File: src/rtl/mips_pkg.sv
// rtl/mips_pkg.sv - MIPS opcode/funct constants and shared fetch-unit types
package mips_pkg;

    localparam logic [5:0] OP_RTYPE  = 6'h00;
    localparam logic [5:0] OP_LW     = 6'h23;
    localparam logic [5:0] OP_SW     = 6'h2B;
    localparam logic [5:0] OP_BEQ    = 6'h04;
    localparam logic [5:0] OP_ADDI   = 6'h08;
    localparam logic [5:0] OP_J      = 6'h02;

    localparam logic [5:0] FUNCT_ADD = 6'h20;
    localparam logic [5:0] FUNCT_SUB = 6'h22;
    localparam logic [5:0] FUNCT_AND = 6'h24;
    localparam logic [5:0] FUNCT_OR  = 6'h25;
    localparam logic [5:0] FUNCT_SLT = 6'h2A;

    typedef enum logic {FETCH = 1'b0, FLUSH = 1'b1} ifu_state_e;

    typedef struct packed {
        logic [31:0] pc;
        logic [31:0] word;
    } fetch_entry_t;

    // J-type target: upper nibble comes from pc+4 so a carry out of bit 27 is honoured
    function automatic logic [31:0] jump_target(input logic [31:0] pc, input logic [25:0] idx);
        return ((pc + 32'd4) & 32'hF000_0000) | {4'b0000, idx, 2'b00};
    endfunction

endpackage

File: src/rtl/ifu_queue.sv
// rtl/ifu_queue.sv - in-order FIFO of fetched (pc, word) entries with push/pop/clear
module ifu_queue
    import mips_pkg::*;
#(
    parameter int DEPTH = 2,
    localparam int AW = $clog2(DEPTH),
    localparam int CW = AW + 1
) (
    input  logic         clk,
    input  logic         reset,
    input  logic         push,
    input  fetch_entry_t push_data,
    input  logic         pop,
    input  logic         clear,
    output fetch_entry_t head,
    output logic [CW-1:0] count,
    output logic         empty
);

    fetch_entry_t  mem [DEPTH];
    logic [AW-1:0] rd_ptr;
    logic [AW-1:0] wr_ptr;
    logic          full;
    logic          do_pop;
    logic          do_push;

    assign empty   = (count == '0);
    assign full    = (count == CW'(DEPTH));
    assign head    = mem[rd_ptr];
    assign do_pop  = pop & ~empty;
    assign do_push = push & (~full | do_pop);

    always_ff @(posedge clk or posedge reset) begin
        if (reset) begin
            rd_ptr <= '0;
            wr_ptr <= '0;
            count  <= '0;
            for (int i = 0; i < DEPTH; i++) mem[i] <= '0;
        end else if (clear) begin
            rd_ptr <= '0;
            wr_ptr <= '0;
            count  <= '0;
        end else begin
            if (do_push) begin
                mem[wr_ptr] <= push_data;
                wr_ptr      <= wr_ptr + 1'b1;
            end
            if (do_pop) rd_ptr <= rd_ptr + 1'b1;
            count <= count + CW'(do_push) - CW'(do_pop);
        end
    end

    no_overflow: assert property (@(posedge clk) disable iff (reset) !(push && full && !pop));

endmodule

File: src/rtl/instr_fetch_unit.sv
// rtl/instr_fetch_unit.sv - credit-limited fetch front end with redirect/flush; IFU_PERF_EN adds perf counters
module instr_fetch_unit
    import mips_pkg::*;
#(
    parameter logic [31:0] RESET_PC = 32'h0000_0000,
    parameter int          QDEPTH   = 2
) (
    input  logic        clk,
    input  logic        reset,
    output logic        imem_req_valid,
    input  logic        imem_req_ready,
    output logic [31:0] imem_req_addr,
    input  logic        imem_rsp_valid,
    input  logic [31:0] imem_rsp_data,
    output logic        instr_valid,
    input  logic        instr_ready,
    output logic [31:0] instr,
    output logic [31:0] instr_pc,
    output logic [5:0]  op,
    output logic [5:0]  funct,
    input  logic        pcsrc,
    input  logic        jump,
    input  logic [31:0] branch_target
`ifdef IFU_PERF_EN
    ,
    output logic [31:0] perf_fetched,
    output logic [31:0] perf_flushed
`endif
);

    localparam int CW = $clog2(QDEPTH) + 1;

    ifu_state_e    state, state_n;
    logic [31:0]   fetch_pc;
    logic [31:0]   rsp_pc;
    logic [31:0]   target;
    logic [CW-1:0] inflight, inflight_n;
    logic [CW-1:0] drop, drop_n;
    logic [CW-1:0] qcount, qcount_n;
    logic          req_valid_q;
    logic          req_valid_n;
    logic          accept, pop, redirect, push;
    logic          q_empty;
    fetch_entry_t  head;

    assign accept   = req_valid_q & imem_req_ready;
    assign pop      = ~q_empty & instr_ready;
    assign redirect = pop & (jump | pcsrc);
    // The response landing in a redirect cycle belongs to the wrong path
    assign push     = imem_rsp_valid & (drop == '0) & ~redirect;
    assign target   = jump ? jump_target(head.pc, head.word[25:0]) : branch_target;

    always_comb begin
        inflight_n = inflight + CW'(accept) - CW'(imem_rsp_valid);
        qcount_n   = redirect ? '0 : qcount + CW'(push) - CW'(pop);
        drop_n     = drop;
        if (redirect)
            drop_n = inflight_n;
        else if (imem_rsp_valid && drop != '0)
            drop_n = drop - 1'b1;
        state_n     = (drop_n != '0) ? FLUSH : FETCH;
        req_valid_n = (state_n == FETCH) &&
                      (({1'b0, inflight_n} + {1'b0, qcount_n}) < (CW + 1)'(QDEPTH));
    end

    always_ff @(posedge clk or posedge reset) begin
        if (reset) begin
            state       <= FETCH;
            fetch_pc    <= RESET_PC & 32'hFFFF_FFFC;
            rsp_pc      <= RESET_PC & 32'hFFFF_FFFC;
            inflight    <= '0;
            drop        <= '0;
            req_valid_q <= 1'b0;
        end else begin
            state       <= state_n;
            inflight    <= inflight_n;
            drop        <= drop_n;
            req_valid_q <= req_valid_n;
            if (redirect) begin
                fetch_pc <= target & 32'hFFFF_FFFC;
                rsp_pc   <= target & 32'hFFFF_FFFC;
            end else begin
                if (accept) fetch_pc <= fetch_pc + 32'd4;
                if (push)   rsp_pc   <= rsp_pc + 32'd4;
            end
        end
    end

    ifu_queue #(.DEPTH(QDEPTH)) u_queue (
        .clk       (clk),
        .reset     (reset),
        .push      (push),
        .push_data ('{pc: rsp_pc, word: imem_rsp_data}),
        .pop       (pop),
        .clear     (redirect),
        .head      (head),
        .count     (qcount),
        .empty     (q_empty)
    );

    assign imem_req_valid = req_valid_q;
    assign imem_req_addr  = fetch_pc;
    assign instr_valid    = ~q_empty;
    assign instr          = head.word;
    assign instr_pc       = head.pc;
    assign op             = head.word[31:26];
    assign funct          = head.word[5:0];

`ifdef IFU_PERF_EN
    // Flushed = entries behind the popped redirect plus every discarded response
    always_ff @(posedge clk or posedge reset) begin
        if (reset) begin
            perf_fetched <= '0;
            perf_flushed <= '0;
        end else begin
            perf_fetched <= perf_fetched + 32'(push);
            if (redirect)
                perf_flushed <= perf_flushed + 32'(qcount) - 32'd1 + 32'(imem_rsp_valid);
            else if (imem_rsp_valid && drop != '0)
                perf_flushed <= perf_flushed + 32'd1;
        end
    end
`endif

endmodule

File: config.mk
export PLATFORM = sky130hd
export DESIGN_NAME = instr_fetch_unit
export DESIGN_NICKNAME = d
export VERILOG_FILES = /design/src/rtl/mips_pkg.sv /design/src/rtl/ifu_queue.sv /design/src/rtl/instr_fetch_unit.sv
export SDC_FILE = /design/constraint.sdc
export NUM_CORES = 1
export LEC_CHECK = 0
export ABC_AREA = 1
export CORE_UTILIZATION = 55
export DETAILED_ROUTE_END_ITERATION = 7
export PLACE_DENSITY = 0.88
export SLEW_MARGIN = 20
export SYNTH_ARGS = -nofsm -noshare
export SYNTH_HDL_FRONTEND = slang
export SYNTH_HIERARCHICAL = 1
export SYNTH_SLANG_ARGS = --single-unit
File: constraint.sdc
create_clock -name clk -period 8.4 [get_ports clk]
set_clock_uncertainty 0.1 [all_clocks]
set_input_delay 1.68 -clock clk [delete_from_list [all_inputs] [get_ports clk]]
set_output_delay 1.68 -clock clk [all_outputs]
set_load 0.05 [all_outputs]
==> results.md, run 1 <==
* Status: finished with violations
* Failing checks: DRC
* Worst Path Class, Setup: in -> reg
* Total GRT Usage at about 34%
* CTS tree: done
* Setup Total Neg Slack at 0 ps
* Wire per inst at ~17 um
* Worst-skew pair later-pin latency at roughly 440 ps
* Critical Path RT at about 8600 ps
* Peak supply drop at ~0.27 mV
* Gate power share at ~56%
* Leakage at 0.00692 uW
* Hold_sp: u_queue/mem[44]
* Reg clk slew, reported paths at approximately 70 ps
* Die W at about 150 um
* IO Pins at between 150 and 200
* CP endpoint kind: register
* Post-synthesis cell type count at 36
* Worst slew pin tran at between 1000 and 1500 ps
* First-pass GRT wire length at slightly below 60,000 um
* Dominant cells by area after synthesis: dfrtp_1 42%, nand2_1 28%, nand4_1 7.2%
* CP Max Fanout at between 40 and 50
* PostCTS Resize Cnt at 0
* Seq pwr share at between 20% and 30%
* Clock Tree Buf Depth at 2
* Largest area contributor in the netlist: dfrtp_1
* Commonest cells in the netlist: 880 x nand2_1, 197 x dfrtp_1, 162 x nor2_1
* Grt total ovfl at 0
* MaxCap Viol Count at 0
* Clk sink count at 197
* # DRC at 1
* Die ar. at approximately 0.022 mm^2
* Share of layout cells above drive strength 1 at 3.68%
* Final setup fails at 0
* Hold buffers post-CTS at 0
* P per Cell Area at between 400 and 500 mW/mm^2
* Clk pwr share at 14.4%
* Number of detailed-route iterations in the first pass at 8
* Vias at 12,100
* Post-DP HPWL at roughly 25,000 um
* Input/output buffers at between 150 and 200
* CTS H-tree lvls at 4
* GP Congestion at just under 1
* Number of vias per cell at around 5.7
* Initial Util at between 50% and 60%
* NetSw at ~3200 uW
* Post-CTS Setup Bufs at 0
* Internal Pwr Total at ~2900 uW
* Tmin final at between 5000 and 6000 ps
* # rows at 53
* Synthesized flop and latch total at 197
* Fill cell count at between 1,500 and 2,000
* Top-count cell post-synth: nand2_1
* Avg Cell Area, Syn at 6.78 um^2
* Cell Area, Placed at roughly 0.013 mm^2
* Class of the worst hold path: reg -> reg
* Min Hold Slack at 369 ps
* CTS buffer count at 17
* Post-Synthesis Cells at approximately 1,700
* Final period util at about 61%
* Final net count at roughly 1,900
* Post-synthesis sequential area ratio at 42.1%
* Post-route cell area at between 0.01 and 0.015 mm^2
* Post-Syn Area at 0.0117 mm^2
* Placeable Area at about 0.021 mm^2
* Vias in the first global route at about 11,000
* Synth top area share at a little over two fifths
* Setup crit start: jump
* Post-synth EDFFs at 0
* WL final at ~37,000 um
* Worst setup SP type: primary input
* DIE HEIGHT at 148 um
* Antenna Cells at 0
* Final hold violation count at 0
* Max Clk Rate at 0.195 GHz
* Primary FF master, synth: dfrtp_1
* Layout overhead on the synthesized area at 19.6%
* Slew HR at a little over a quarter
* Pin count of the biggest net entering global routing at between 80 and 90
* Iter 0 DRT Violations at about 1,500
* Reg2reg start: u_queue/count[1]
* Sw Ratio at 52.4%
* Synth Warn # at 6
* Ys async rst share at 100%
* Initial antenna violation count at 0
* Slew Limit Fails at 0
* CTS root buffer: clkbuf_16
* Routed Antenna Nets at 0
* Worst EP arrival at between 5000 and 6000 ps
* RSZ-0062 raised after global routing: false
-- flip-flops by register name, summed over array words and instances (netlist names) --
name	count
u_queue/mem	128
imem_req_addr	30
rsp_pc	30
drop	2
inflight	2
u_queue/count	2
imem_req_valid	1
u_queue/rd_ptr	1
u_queue/wr_ptr	1
-- path summary, 6_finish.rpt --
path | to | slack, ps | depth (start not counted)
setup / recovery | imem_req_valid | 3270 | 13
hold / removal | u_queue/mem[44] | 370 | 2
setup reg to reg | imem_req_valid | 4540 | 13
hold reg to reg | u_queue/mem[44] | 370 | 2
max in group asynchronous | u_queue/rd_ptr | 5020 | 3
min in group asynchronous | u_queue/mem[110] | 1690 | 2
-- stage by stage --
stage	util, %	setup WS, ps	power, uW	instances
final	66.9	3270	6030	2121
after global routing	66.9	3050	6360	2121
after CTS	66.9	3330	5990	2121
after detailed placement	64.0	2890	5120	2091
after global placement	64.0	2900	5040	2091
after floorplan	-	3090	4090	1734
-- cell families after synthesis --
| logic type | after synthesis | share of synthesized area (%) |
|---|---|---|
| XOR/XNOR | 25 | 1.87 |
| adder cells (fa/ha/maj) | 10 | 1.13 |
| AO/OA/AOI/OAI | 60 | 3.15 |
| other | 1 | 0.0320 |
| AND/OR/NAND/NOR | 1254 | 44.4 |
| flip-flops | 197 | 42.1 |
| buffers and inverters | 182 | 7.30 |
-- power groups by stage --
stage	Clock [uW]	Combinational (uW)	Sequential, uW
3_5_place_dp	0	3330	1790
3_3_place_gp	0	3270	1770
6_report	866	3370	1800
5_1_grt	902	3620	1840
4_1_cts	868	3350	1780
2_1_floorplan	0	2200	1890
-- per-layer routing --
metal / global-route usage [%] / share of wire [%]
met2: 53.4 / 46
met3: 5.96 / 11
met5: 0 / 0
met4: 14.8 / 3.6
met1: 45.9 / 39
-- final cells by class --
class / count / area (um^2) / share of cell area, %
flip-flops and latches: 197 / 4930 / 35.2
inverters: 74 / 280 / 2.00
clock inverters: 8 / 150 / 1.07
well taps: 275 / 344 / 2.45
clock buffers: 22 / 464 / 3.31
multi-input cells: 1355 / 5980 / 42.7
repair buffers: 190 / 1870 / 13.3
-- cells in the final DEF (no fill, tap or decap), types with 3 or more instances in the layout --
master,count
nand2_1,880
dfrtp_1,196
clkdlybuf4s50_1,176
nor2_1,160
nand4_1,134
inv_1,66
nand3_1,43
a31oi_1,17
a21oi_1,17
clkbuf_16,17
xor2_1,15
nand3b_1,14
buf_4,14
xnor2_1,10
ha_1,9
nor2_2,8
o211ai_1,7
inv_2,6
o21ai_0,6
conb_1,6
o21ai_1,5
nor2_4,4
bufinv_16,4
clkinvlp_4,4
nor3_1,3
o21bai_1,3
clkbuf_1,3
-- worst max-delay path: stages --
cell	delay, ps
clkdlybuf4s50_1	400
buf_4	280
o21ai_4	200
inv_2	70
nor2_4	810
inv_1	190
ha_1	340
inv_1	40
ha_1	170
xor2_1	300
nor2_1	130
fa_1	480
nor4_1	270
Note: power is estimated with default switching activity, not from simulation.
==> run 2, diff against run 1 <==
==> constraint.sdc (replaced) <==
create_clock -name clk -period 4.8 [get_ports clk]
set_clock_uncertainty 0.1 [all_clocks]
set_input_delay 0.96 -clock clk [delete_from_list [all_inputs] [get_ports clk]]
set_output_delay 0.96 -clock clk [all_outputs]
set_load 0.05 [all_outputs]
==> run 2 against run 1 <==
Against the previous run:
- the run still ends with DRC left
- non-clock buffer count rose by 6
- register-to-register slack got worse by 3000 ps
- count of clock-buffer cells in the layout fell by 4
- setup slack got worse by 2400 ps
==> results.md, run 2 (synthesized netlist as in run 1, its figures left out) <==
* Status: finished with violations
* Leakage at 0.00698 uW (+0.76%)
* Input/output buffers at 176 (unchanged)
* Grt total ovfl at 0 (unchanged)
* Most frequent CP cell: nand2_1
* CTS buffer count at 17 (unchanged)
* WL final at 37,500 um (+2.6%)
* Fill cell count at 1,798 (+0.50%)
* Failing checks: DRC
* Share of layout cells above drive strength 1 at 4.26% (+0.58 points)
* Critical path endpoint: instr_pc[2]
* Antenna Cells at 0 (unchanged)
* # DRC at 1 (unchanged)
* Most frequent cells in the layout: 880 x nand2_1, 196 x dfrtp_1, 176 x clkdlybuf4s50_1, 160 x nor2_1, 134 x nand4_1
* Final setup fails at 0 (unchanged)
* FF-to-FF path depth at 12 (-1)
* GP Congestion at 0.967 (+0.13%)
* P per Cell Area at 754 mW/mm^2 (+75%)
* Post-CTS Setup Bufs at 0 (unchanged)
* Clock Tree Buf Depth at 2 (unchanged)
* Pin count of the biggest net entering global routing at 108 (+26%)
* Worst-skew pair later-pin latency at 450 ps (about the same)
* CP endpoint kind: primary output
* Peak supply drop at 0.570 mV (+110%)
* Layout overhead on the synthesized area at 20.3%
* Register area at 0.00493 mm^2 (unchanged)
* DIE HEIGHT at 148 um (unchanged)
* Worst Path Class, Setup: reg -> out
* First-pass GRT wire length at 58,700 um (+1.5%)
* Clk sink count at 197 (unchanged)
* Routed Antenna Nets at 0 (unchanged)
* Initial antenna violation count at 0 (unchanged)
* MaxCap Viol Count at 0 (unchanged)
* Final net count at 1,922 (+0.31%)
* Initial Util at 55.9% (unchanged)
* Die W at 148 um (unchanged)
* Reg clk slew, reported paths at 70 ps (about the same)
* Reg2reg start: u_queue/count[1]
* Critical R2R Capture: u_queue/count[0]
* Biggest register: u_queue/mem
* Iter 0 DRT Violations at 1,578 (+6.9%)
* Worst R2R Setup Slack at 1580 ps (-2960 ps)
* Stages on worst setup path at 5 (-8)
* Crit-path cells: inv_2, buf_4, nand2_1, nand2_1, clkdlybuf4s50_1
* Post-DP HPWL at 25,800 um (+4.2%)
* CTS H-tree lvls at 4 (unchanged)
* Number of detailed-route iterations in the first pass at 8 (unchanged)
* Worst slew pin tran at 1150 ps (+56.7 ps)
* Final total power at 10,600 uW (+76%)
* CP Max Fanout at 42 (-14%)
* Final hold violation count at 0 (unchanged)
* Max Clk Rate at ~0.25 GHz
* PostCTS Resize Cnt at 0 (unchanged)
* Slew HR at 23.6% (-3.6 points)
* Min Hold Slack at 373 ps (+3.49 ps)
* Final cell count without fillers at 2,129 (+0.38%)
* Tmin final at ~4000 ps
* Vias at 12,400 (+1.9%)
* Setup Total Neg Slack at 0 ps (unchanged)
* Worst Path Buf+Inv at 3 (-2)
* Crit-path max cell delay at 840 ps (+30 ps)
* Max FFs per register at 128 (unchanged)
* Worst EP arrival at 2900 ps (-2460 ps)
* IO Pins at 181 (unchanged)
* Setup crit start: u_queue/rd_ptr
* Slew Limit Fails at 0 (unchanged)
* CTS tree: done
* Most common cell after layout, fill and taps aside: nand2_1
* Worst setup SP type: register
* RSZ-0062 raised after global routing: false
* Multi-input logic area at 0.00598 mm^2 (unchanged)
* Class of the worst hold path: reg -> reg
* Worst path slowest cell: clkdlybuf4s50_1
* Total GRT Usage at 34.5% (+0.62 points)
* Final period util at 82.4%
* Critical Path RT at 3740 ps (-4900 ps)
* Die ar. at 0.0219 mm^2 (unchanged)
* Placed insts at 2,097 (+0.29%)
* Wire per inst at 17.6 um (+2.2%)
* Number of vias per cell at 5.80 (+1.5%)
* Placeable Area at 0.0210 mm^2 (unchanged)
* Hold buffers post-CTS at 0 (unchanged)
* # rows at 53 (unchanged)
* Top Family by Delay on Critical Path: buffers and inverters
* Vias in the first global route at 11,200 (+1.5%)
* CTS root buffer: clkbuf_16
[run 2: how the worst min path moves through the flow]
stage                               start  slack (ps)              end  cells after the start
after floorplan           u_queue/mem[24]         340  u_queue/mem[24]                      2
after global routing      u_queue/mem[34]         390  u_queue/mem[34]                      2
after global placement    u_queue/mem[35]         350  u_queue/mem[35]                      2
after detailed placement  u_queue/mem[34]         360  u_queue/mem[34]                      2
final                     u_queue/mem[56]         370  u_queue/mem[56]                      2
after CTS                 u_queue/mem[56]         380  u_queue/mem[56]                      2
[run 2: worst register-to-register path, stage by stage, from the launching register on]
cell and delay (ps):
dfrtp_1 470, nor2_1 290, nor2_2 150, o21ai_4 100, inv_2 70, nor2_4 100, buf_4 850, nand2_1 220
ha_1 330, inv_1 40, ha_1 260, inv_1 60, nor2_1 40
[run 2: report_power, final]
group          internal, uW  switching, uW  leakage, uW
Sequential             2400            737      0.00249
Combinational          1750           4190      0.00418
Clock                   854            697     0.000305
[run 2: area by class of cell]
cell class / count / share of cell area [%]
Inverter: 74 / 1.99
Clock inverter: 14 / 1.35
Clock buffer: 18 / 3.12
Timing Repair Buffer: 196 / 13.7
Sequential cell: 197 / 35.0
Tap cell: 275 / 2.44
Multi-Input combinational cell: 1355 / 42.5
[run 2: through the flow]
stage,setup slack (ps),instance area [um^2],utilization [%]
after global routing,756,14100,67.3
after floorplan,214,11700,-
final,844,14100,67.3
after CTS,840,14100,67.3
after global placement,923,13500,64.3
after detailed placement,903,13500,64.3
[run 2: layer usage]
layer  vias up  share of wire, %  track usage [%]
met4         0               4.3             17.1
met1      5754                39             46.8
li1       5717                 -                -
met2       777                46             53.3
met3       102                11             6.11
met5         -                 0                0
